<file path="src/rtl/ccd_capture.sv">
// ---------------------------------------------------------------------------
// ccd_capture
//
// Sensor-side capture stage in front of the grayscale converter. It registers
// the raw 12-bit Bayer stream and gates it to whole frames under start/stop
// control. It emits pixel data, pixel valid and column/row coordinates, and
// counts completed captured frames.
//
// Parameters:
//   COLUMN_WIDTH  active pixels per line; the column counter wraps here
//
// Ports:
//   iCLK         in   1   pixel clock (single domain)
//   iRST         in   1   synchronous active-high reset
//   iDATA        in  12   raw sensor pixel
//   iFVAL        in   1   sensor frame valid
//   iLVAL        in   1   sensor line valid
//   iSTART       in   1   start-capture pulse (sampled directly)
//   iEND         in   1   stop-capture pulse (sampled directly)
//   oDATA        out 12   captured pixel (don't-care while oDVAL=0)
//   oDVAL        out  1   oDATA valid
//   oX_Cont      out 16   column of the pixel on oDATA
//   oY_Cont      out 16   row of the pixel on oDATA
//   oFrame_Cont  out 32   completed captured frames, wrapping
//   oBUSY        out  1   high whenever the capture FSM is not idle
// ---------------------------------------------------------------------------
module ccd_capture #(
  parameter int COLUMN_WIDTH = 1280
) (
  input  logic        iCLK,
  input  logic        iRST,
  input  logic [11:0] iDATA,
  input  logic        iFVAL,
  input  logic        iLVAL,
  input  logic        iSTART,
  input  logic        iEND,
  output logic [11:0] oDATA,
  output logic        oDVAL,
  output logic [15:0] oX_Cont,
  output logic [15:0] oY_Cont,
  output logic [31:0] oFrame_Cont,
  output logic        oBUSY
);

  localparam logic [15:0] LAST_COL = 16'(COLUMN_WIDTH - 1);

  typedef enum logic [1:0] {
    IDLE     = 2'd0,
    ARMED    = 2'd1,
    RUN      = 2'd2,
    STOPPING = 2'd3
  } state_t;

  // Stage-1 registers
  logic [11:0] dData_r;
  logic        dFval_r;
  logic        dLval_r;
  logic        pFval_r;

  // Edge detects and FSM
  logic        fvalRise_s;
  logic        fvalFall_s;
  state_t      state_r;
  state_t      nextState_s;
  logic        capture_s;
  logic        inFrame_s;
  logic        pixelValid_s;

  // Coordinate counters
  logic [15:0] colCnt_r;
  logic [15:0] rowCnt_r;
  logic [15:0] colBase_s;
  logic [15:0] rowBase_s;
  logic [15:0] colStep_s;
  logic [15:0] rowStep_s;

  // Output registers
  logic [11:0] data_r;
  logic        dval_r;
  logic [15:0] xCont_r;
  logic [15:0] yCont_r;
  logic [31:0] frameCnt_r;
  logic        busy_r;

  // Stage 1: register the sensor stream. The FVAL history resets high so a
  // frame already in flight at reset release never looks like a rising edge.
  always_ff @(posedge iCLK) begin
    if (iRST) begin
      dData_r <= 12'd0;
      dFval_r <= 1'b1;
      dLval_r <= 1'b0;
      pFval_r <= 1'b1;
    end else begin
      dData_r <= iDATA;
      dFval_r <= iFVAL;
      dLval_r <= iLVAL;
      pFval_r <= dFval_r;
    end
  end

  // Frame-valid edge detection on the registered stream
  always_comb begin
    fvalRise_s = dFval_r & ~pFval_r;
    fvalFall_s = ~dFval_r & pFval_r;
  end

  // FSM state register
  always_ff @(posedge iCLK) begin
    if (iRST) begin
      state_r <= IDLE;
    end else begin
      state_r <= nextState_s;
    end
  end

  // FSM next-state logic; iEND has priority over iSTART when both are high
  always_comb begin
    nextState_s = state_r;
    case (state_r)
      IDLE: begin
        if (iSTART && !iEND) begin
          nextState_s = ARMED;
        end else begin
          nextState_s = IDLE;
        end
      end
      ARMED: begin
        if (iEND) begin
          nextState_s = IDLE;
        end else if (fvalRise_s) begin
          nextState_s = RUN;
        end else begin
          nextState_s = ARMED;
        end
      end
      RUN: begin
        if (iEND) begin
          nextState_s = STOPPING;
        end else begin
          nextState_s = RUN;
        end
      end
      STOPPING: begin
        if (fvalFall_s) begin
          nextState_s = IDLE;
        end else begin
          nextState_s = STOPPING;
        end
      end
      default: begin
        nextState_s = IDLE;
      end
    endcase
  end

  // FSM outputs: capture window opens on the first frame edge seen while armed
  always_comb begin
    inFrame_s    = 1'b0;
    capture_s    = 1'b0;
    case (state_r)
      IDLE: begin
        inFrame_s = 1'b0;
        capture_s = 1'b0;
      end
      ARMED: begin
        inFrame_s = 1'b0;
        capture_s = fvalRise_s;
      end
      RUN, STOPPING: begin
        inFrame_s = 1'b1;
        capture_s = 1'b1;
      end
      default: begin
        inFrame_s = 1'b0;
        capture_s = 1'b0;
      end
    endcase
    pixelValid_s = capture_s & dFval_r & dLval_r;
  end

  // Coordinate arithmetic: a captured frame edge restarts at (0,0) in the
  // same cycle, so a pixel arriving with that edge is tagged (0,0).
  always_comb begin
    if (fvalRise_s && capture_s) begin
      colBase_s = 16'd0;
      rowBase_s = 16'd0;
    end else begin
      colBase_s = colCnt_r;
      rowBase_s = rowCnt_r;
    end
    if (colBase_s == LAST_COL) begin
      colStep_s = 16'd0;
      rowStep_s = rowBase_s + 16'd1;
    end else begin
      colStep_s = colBase_s + 16'd1;
      rowStep_s = rowBase_s;
    end
  end

  // Column/row counters advance once per valid pixel; LVAL edges are ignored
  always_ff @(posedge iCLK) begin
    if (iRST) begin
      colCnt_r <= 16'd0;
      rowCnt_r <= 16'd0;
    end else if (pixelValid_s) begin
      colCnt_r <= colStep_s;
      rowCnt_r <= rowStep_s;
    end else begin
      colCnt_r <= colBase_s;
      rowCnt_r <= rowBase_s;
    end
  end

  // Stage 2: pixel, valid and coordinate output registers
  always_ff @(posedge iCLK) begin
    if (iRST) begin
      data_r  <= 12'd0;
      dval_r  <= 1'b0;
      xCont_r <= 16'd0;
      yCont_r <= 16'd0;
    end else begin
      data_r <= dData_r;
      dval_r <= pixelValid_s;
      if (pixelValid_s) begin
        xCont_r <= colBase_s;
        yCont_r <= rowBase_s;
      end else begin
        xCont_r <= xCont_r;
        yCont_r <= yCont_r;
      end
    end
  end

  // Completed-frame counter: only frames that closed while capturing count
  always_ff @(posedge iCLK) begin
    if (iRST) begin
      frameCnt_r <= 32'd0;
    end else if (fvalFall_s && inFrame_s) begin
      frameCnt_r <= frameCnt_r + 32'd1;
    end else begin
      frameCnt_r <= frameCnt_r;
    end
  end

  // Busy flag registered from the next state so it tracks the state register
  always_ff @(posedge iCLK) begin
    if (iRST) begin
      busy_r <= 1'b0;
    end else begin
      busy_r <= (nextState_s != IDLE);
    end
  end

  assign oDATA       = data_r;
  assign oDVAL       = dval_r;
  assign oX_Cont     = xCont_r;
  assign oY_Cont     = yCont_r;
  assign oFrame_Cont = frameCnt_r;
  assign oBUSY       = busy_r;

endmodule

</file>
<file path="config.mk">
export PLATFORM = sky130hd
export DESIGN_NAME = ccd_capture
export DESIGN_NICKNAME = d
export VERILOG_FILES = /design/src/rtl/ccd_capture.sv
export SDC_FILE = /design/constraint.sdc
export NUM_CORES = 1
export LEC_CHECK = 0
export ABC_AREA = 1
export BUFFER_PORTS_ARGS = -buffer_cell sky130_fd_sc_hd__buf_2
export CAP_MARGIN = 20
export CORE_ASPECT_RATIO = 0.75
export CORE_MARGIN = 2
export CORE_UTILIZATION = 50
export DETAILED_ROUTE_END_ITERATION = 16
export PLACE_DENSITY = 0.82
export SLEW_MARGIN = 10
export SYNTH_ARGS = -nofsm -noshare
export SYNTH_HDL_FRONTEND = slang
export SYNTH_SLANG_ARGS = --single-unit
</file>
<file path="constraint.sdc">
create_clock -name iCLK -period 2 [get_ports iCLK]
set_input_delay 0.1 -clock iCLK [delete_from_list [all_inputs] [get_ports iCLK]]
set_output_delay 0.1 -clock iCLK [all_outputs]
set_load 0.02 [all_outputs]
</file>
# After elaboration in Yosys (flattened, before gate mapping)

Index checks and enable logic that the tools add are counted.

$add $sub $neg: 3
Eq/ne operators: 4
Mux-type cells: 14
Bitwise gates (word level): 6
Reductions and logical operators: 8

Operator list:

| operator                                                                | count |
|---|---|
| 16-bit 2-to-1 mux                                                       | 6 |
| 16-bit by 1-bit adder with 16-bit output, second input constant         | 2 |
| 32-bit by 1-bit adder with 32-bit output, second input constant         | 1 |
| 16-bit by 11-bit equality test with 1-bit output, second input constant | 1 |
| 2-bit one-hot mux with 4 select lines                                   | 1 |
| 2-bit 2-to-1 mux                                                        | 3 |
| 1-bit AND                                                               | 4 |
| 2-bit equality test, second input constant                              | 2 |
| 2-bit OR reduction                                                      | 2 |
| 1-bit logical AND                                                       | 3 |
| 1-bit one-hot mux with 3 select lines                                   | 1 |
| 2-bit by 1-bit equality test with 1-bit output, second input constant   | 1 |
| 2-bit logical NOT                                                       | 1 |
| 1-bit 2-to-1 mux                                                        | 2 |
| 1-bit inverter                                                          | 2 |
| 1-bit one-hot mux with 2 select lines                                   | 1 |
| 2-bit nonzero test                                                      | 1 |
| 1-bit logical NOT                                                       | 1 |

Flip-flop bits (word level): 127
Input port bits: 18
Output and inout bits: 78
Word-level logic and storage cells: 48

# Logic depth before layout (Yosys ltp)

Word-level depth: 8
Depth in mapped cells: 14
Depth with buffers taken out: 14

# Least setup slack after synthesis

OpenSTA, ideal clock, no wires.

Path kind: register to register
Start point: reg state_r[1]
End point: reg rowCnt_r[12]
Setup time: 0.058 ns
Arrival time: 1.911 ns
Required time: 1.942 ns
Path slack: 0.031 ns
Cell stages (with the launch flop): 13
Buffers on the path: 1
Clock period less this slack: 1.969 ns
Cell sequence: dfxtp_1 nor2_2 nor2_4 buf_1 nor2_1 ha_1 nand4_2 nor2_2 nand2_1 nor2_2 nand3_2 a21oi_1 o21a_1

Cells in the longest elaborated chain, start to end: 8
Elaborated cells on any way between the ends: 15
Those cells by class: add/sub: 1; eq/ne: 4; mux: 5; bitwise: 2; reduce/logical: 3

RTL lines:

| item                                       | RTL line | RTL |
|---|---|---|
| start: declaration                         | 63       | `state_t state_r;` |
| start signal: assignment                   | 112      | `state_r <= nextState_s;` |
| 2-bit equality test                        | 160      | `case (state_r)` |
| 2-bit OR reduction                         | 160      |  |
| 1-bit one-hot mux with 3 select lines *    | 160      |  |
| 1-bit logical AND *                        | 184      | `if (fvalRise_s && capture_s) begin` |
| 16-bit 2-to-1 mux *                        | 184      |  |
| net rowBase_s[0]                           | 73       | `logic [15:0] rowBase_s;` |
| 16-bit by 1-bit adder with 16-bit output * | 193      | `rowStep_s = rowBase_s + 16'd1;` |
| 16-bit 2-to-1 mux *                        | 191      | `if (colBase_s == LAST_COL) begin` |
| 16-bit 2-to-1 mux *                        | 205      | `end else if (pixelValid_s) begin` |
| end signal: assignment                     | 207      | `rowCnt_r <= rowStep_s;` |
| end signal: assignment                     | 210      | `rowCnt_r <= rowBase_s;` |
| end: declaration                           | 71       | `logic [15:0] rowCnt_r;` |

The timed path passes the listed nets; every way through them passes the cells marked *.
A chain may end at the register's enable or synchronous reset.

# Worst setup path after layout

Start point: reg state_r[1]
End point: reg colCnt_r[15]

Cells in the longest elaborated chain, start to end: 8
Elaborated cells on any way between the ends: 14
Those cells by class: add/sub: 1; eq/ne: 4; mux: 4; bitwise: 2; reduce/logical: 3

RTL lines:

| item                                                                                                         | RTL line | RTL |
|---|---|---|
| 2-bit equality test                                                                                          | 160      |  |
| 2-bit OR reduction                                                                                           | 160      |  |
| 1-bit one-hot mux with 3 select lines *                                                                      | 160      |  |
| 1-bit logical AND                                                                                            | 184      |  |
| 16-bit 2-to-1 mux                                                                                            | 184      |  |
| 16-bit by 1-bit adder with 16-bit output or 16-bit by 11-bit equality test with 1-bit output (tied branches) | 195, 191 |  |
| 16-bit 2-to-1 mux                                                                                            | 191      |  |
| 16-bit 2-to-1 mux *                                                                                          | 205      |  |
| end signal: assignment                                                                                       | 206      | `colCnt_r <= colStep_s;` |
| end signal: assignment                                                                                       | 209      | `colCnt_r <= colBase_s;` |
| end: declaration                                                                                             | 70       | `logic [15:0] colCnt_r;` |

Mark *: on every way between the ends. The rest lies on a longest branch, timed or not.

==> impl_metrics.py <==
metrics = {
    "layout": {
        "drive_gt1_share_pct": 23.6,
        "n_antenna_cell": 0,
        "layout.nets": 885,
        "post-route-util_pct": 66.8,
        "stdcell_count": 1014,
        "area_delta_synth_final_pct": 28.1,
        "final_area_um2": 6950,
    },
    "routing": {
        "drc": 0,
        "dr.pass1.iters": 5,
        "wire_per_inst_um": 13.5,
        "wl_um": 13700,
        "ant_nets": 0,
        "first_iter_violations": 529,
        "viasPerCell": 5.10,
        "num_vias": 5168,
    },
    "grt": {
        "grt-ovfl-total": 0,
        "antenna_found_initial": 0,
        "grt_pass1_vias": 4721,
        "grt_use_total_pct": 23.5,
        "grt_pass1_wl_um": 22400,
        "grt_max_degree": 58,
    },
    "floorplanning": {
        "rows": 32,
        "floorplan.initialDensity_pct": 52.2,
        "io_pins": 96,
        "core_um2": 10400,
        "die_x_um": 124,
        "die_h_um": 94.3,
        "die_area_um2": 11700,
    },
    "timing": {
        "max_freq_mhz": 522,
        "worst_slack_ns": 0.0835,
        "hold_viol_final": 0,
        "slew_violations": 0,
        "layout_min_cycle_time_ns": 1.92,
        "min_period_over_period_pct": 95.8,
        "rsz0062_at_grt": "yes",
        "setup_viol": 0,
        "clock_skew_ns": 0.00755,
        "finalHoldWorstSlack_ns": 0.0304,
        "worst_slew_pin_slew_ns": 0.601,
        "finalSetupTns_ns": 0,
        "slew_headroom_pct": 60.0,
    },
    "clock_tree": {
        "clk_pin_slew_worst_paths_ns": 0.06,
        "clock-root-buffer": "clkbuf_16",
        "cts.sinks": 127,
        "cts_tree": "built",
        "insertion_delay_ns": 0.41,
        "cts_buffers": 17,
        "clock_path_buffers": 2,
        "h-tree-depth": 4,
    },
    "critical_path": {
        "crit_path_end_kind": "flip-flop",
        "crit_fanout": 7,
        "rr_startpoint": "state_r[1]",
        "startpoint": "state_r[1]",
        "worst_setup_path_start_kind": "flip-flop",
        "worstPathArrival_ns": 2.18,
        "critical_path_class": "flip-flop to flip-flop",
        "crit_required_ns": 2.26,
        "reg2reg_depth": 9,
    },
    "place": {
        "hpwl_um": 8970,
        "routabilityCongestion": 0.899,
        "portBuffers": 95,
        "place_ws_ns": 0.0294,
        "place_area_um2": 6110,
        "placed_cells": 961,
    },
    "yosys": {
        "syn_inst": 736,
        "synth.cell_area_um2": 5430,
        "syn_avg_cell_area_um2": 7.38,
        "synth_seq_cells": 127,
        "ys_types": 42,
        "synth_fp_nets": 756,
        "synth_seq_area_share_pct": 46.8,
        "yosysWarnings": 0,
    },
    "hold_path": {
        "worstHoldPathType": "input pin to flip-flop",
        "worst_hold_startpoint": "iSTART",
        "hold_path_depth": 3,
    },
    "power": {
        "p_seq_share_pct": 44.9,
        "clkPwrFrac_pct": 52.0,
        "power_mw": 5.72,
        "combPwrFrac_pct": 3.1,
        "ir_drop_mv": 0.657,
        "swShare_pct": 22.3,
        "p_switching_mw": 1.28,
        "total_leakage_power_nw": 3.05,
        "power_density_nw_per_um2": 822,
        "p_int_mw": 4.44,
    },
    "run_status": {
        "status": "finished, final reports clean",
    },
    "job": {
        "drv_cap": 0,
    },
}
==> worst paths after layout <==
kind | to | slack, ns
worst max-delay path | colCnt_r[15] | 0.08
worst max register to register | colCnt_r[15] | 0.08
worst min-delay path | state_r[0] | 0.03
worst min register to register | oDATA[8] | 0.40
==> power groups by stage <==
| stage | logic [mW] | clock network (mW) | registers (mW) |
|---|---|---|---|
| 4_1_cts | 0.173 | 3.02 | 2.57 |
| 6_report | 0.177 | 2.97 | 2.57 |
| 2_1_floorplan | 0.0786 | 0 | 2.64 |
| 3_3_place_gp | 0.147 | 0 | 2.62 |
| 3_5_place_dp | 0.150 | 0 | 2.63 |
| 5_1_grt | 0.196 | 3.12 | 2.57 |
==> layout by cell type (no fill, tap or decap), drive strengths merged <==
cell type / count
o21ai: 44
inv: 109
buf: 120
and2: 1
a21oi: 55
clkbuf: 20
nor3: 26
a211oi: 9
or2: 3
dlygate4sd3: 14
dfxtp: 127
o21bai: 1
nand4: 15
o211a: 1
o21a: 5
nand3: 26
nor3b: 2
o21ba: 1
xor2: 10
clkinv: 8
ha: 2
a31oi: 1
xnor2: 3
a311oi: 1
nor2: 154
clkinvlp: 1
nor4: 4
bufinv: 1
nand2: 112
a221oi: 1
nand3b: 1
==> registers in the layout, summed over array words and instances, names as in the netlist <==
register     count
rowCnt_r        16
oBUSY            1
state_r          2
oX_Cont         16
oDVAL            1
colCnt_r        16
oDATA           12
dData_r         12
oY_Cont         16
dLval_r          1
oFrame_Cont     32
pFval_r          1
dFval_r          1
==> worst max-delay path, stage by stage, from the launching register on <==
cell and delay [ns]:
dfxtp_4 0.37, nor2_4 0.17, nor2_4 0.07, buf_4 0.17
nor2_1 0.21, nand2_1 0.22, nor2_1 0.24, nand2_1 0.10
xnor2_1 0.14, nor2_1 0.07
==> Yosys cell counts, drive strengths merged <==
| library cell | number | share of area [%] |
|---|---|---|
| dfxtp | 127 | 47 |
| o21ba | 1 | 0.18 |
| nor2 | 154 | 12 |
| o21bai | 1 | 0.14 |
| xnor2 | 3 | 0.48 |
| xor2 | 10 | 1.6 |
| a221oi | 1 | 0.16 |
| nor3b | 2 | 0.28 |
| nand2 | 112 | 8.2 |
| nand4 | 15 | 1.8 |
| clkbuf | 14 | 0.97 |
| a211oi | 9 | 1.2 |
| nand3b | 1 | 0.14 |
| nand3 | 26 | 2.8 |
| o21a | 5 | 0.69 |
| a31oi | 1 | 0.12 |
| ha | 2 | 0.46 |
| o211a | 1 | 0.18 |
| nor4 | 4 | 0.74 |
| o21ai | 44 | 4.1 |
| a21oi | 55 | 5.1 |
| inv | 107 | 7.4 |
| and2 | 1 | 0.12 |
| buf | 10 | 1.2 |
| a311oi | 1 | 0.16 |
| nor3 | 26 | 2.7 |
| or2 | 3 | 0.35 |
==> routing by layer <==
metal / vias to the layer above / GRT usage [%] / wire length (um)
li1: 2613 / - / -
met1: 2340 / 32.8 / 6590
met2: 199 / 35.8 / 5970
met3: 16 / 6.15 / 994
met4: 0 / 7.12 / 127
met5: - / 0 / 0
==> layout make-up <==
type,count,area [um^2]
clock inverter,12,110
tap,136,170
multi-input combinational,478,2420
clock buffer,20,467
inverter,107,404
timing repair buffer,134,832
fill,882,3460
sequential,127,2550
==> cell families after synthesis <==
family / count (synthesis) / synth area share, %
and+or+nand+nor: 344 / 29.0
DFF: 127 / 46.8
buffers and inverters: 131 / 9.56
AOI/OAI and AO/OA: 119 / 12.1
adders and majority gates: 2 / 0.461
xor gates and xnor gates: 13 / 2.10
==> repair_timing <==
item / in CTS / in global routing
resized for setup: 2 / 20
buffers inserted: 4 / 3
setup endpoints to repair: 10 / 23
hold buffers: 14 / 0
pin swaps: 2 / 7
hold endpoints to repair: 14 / 0
(Power assumes the default switching activity.)
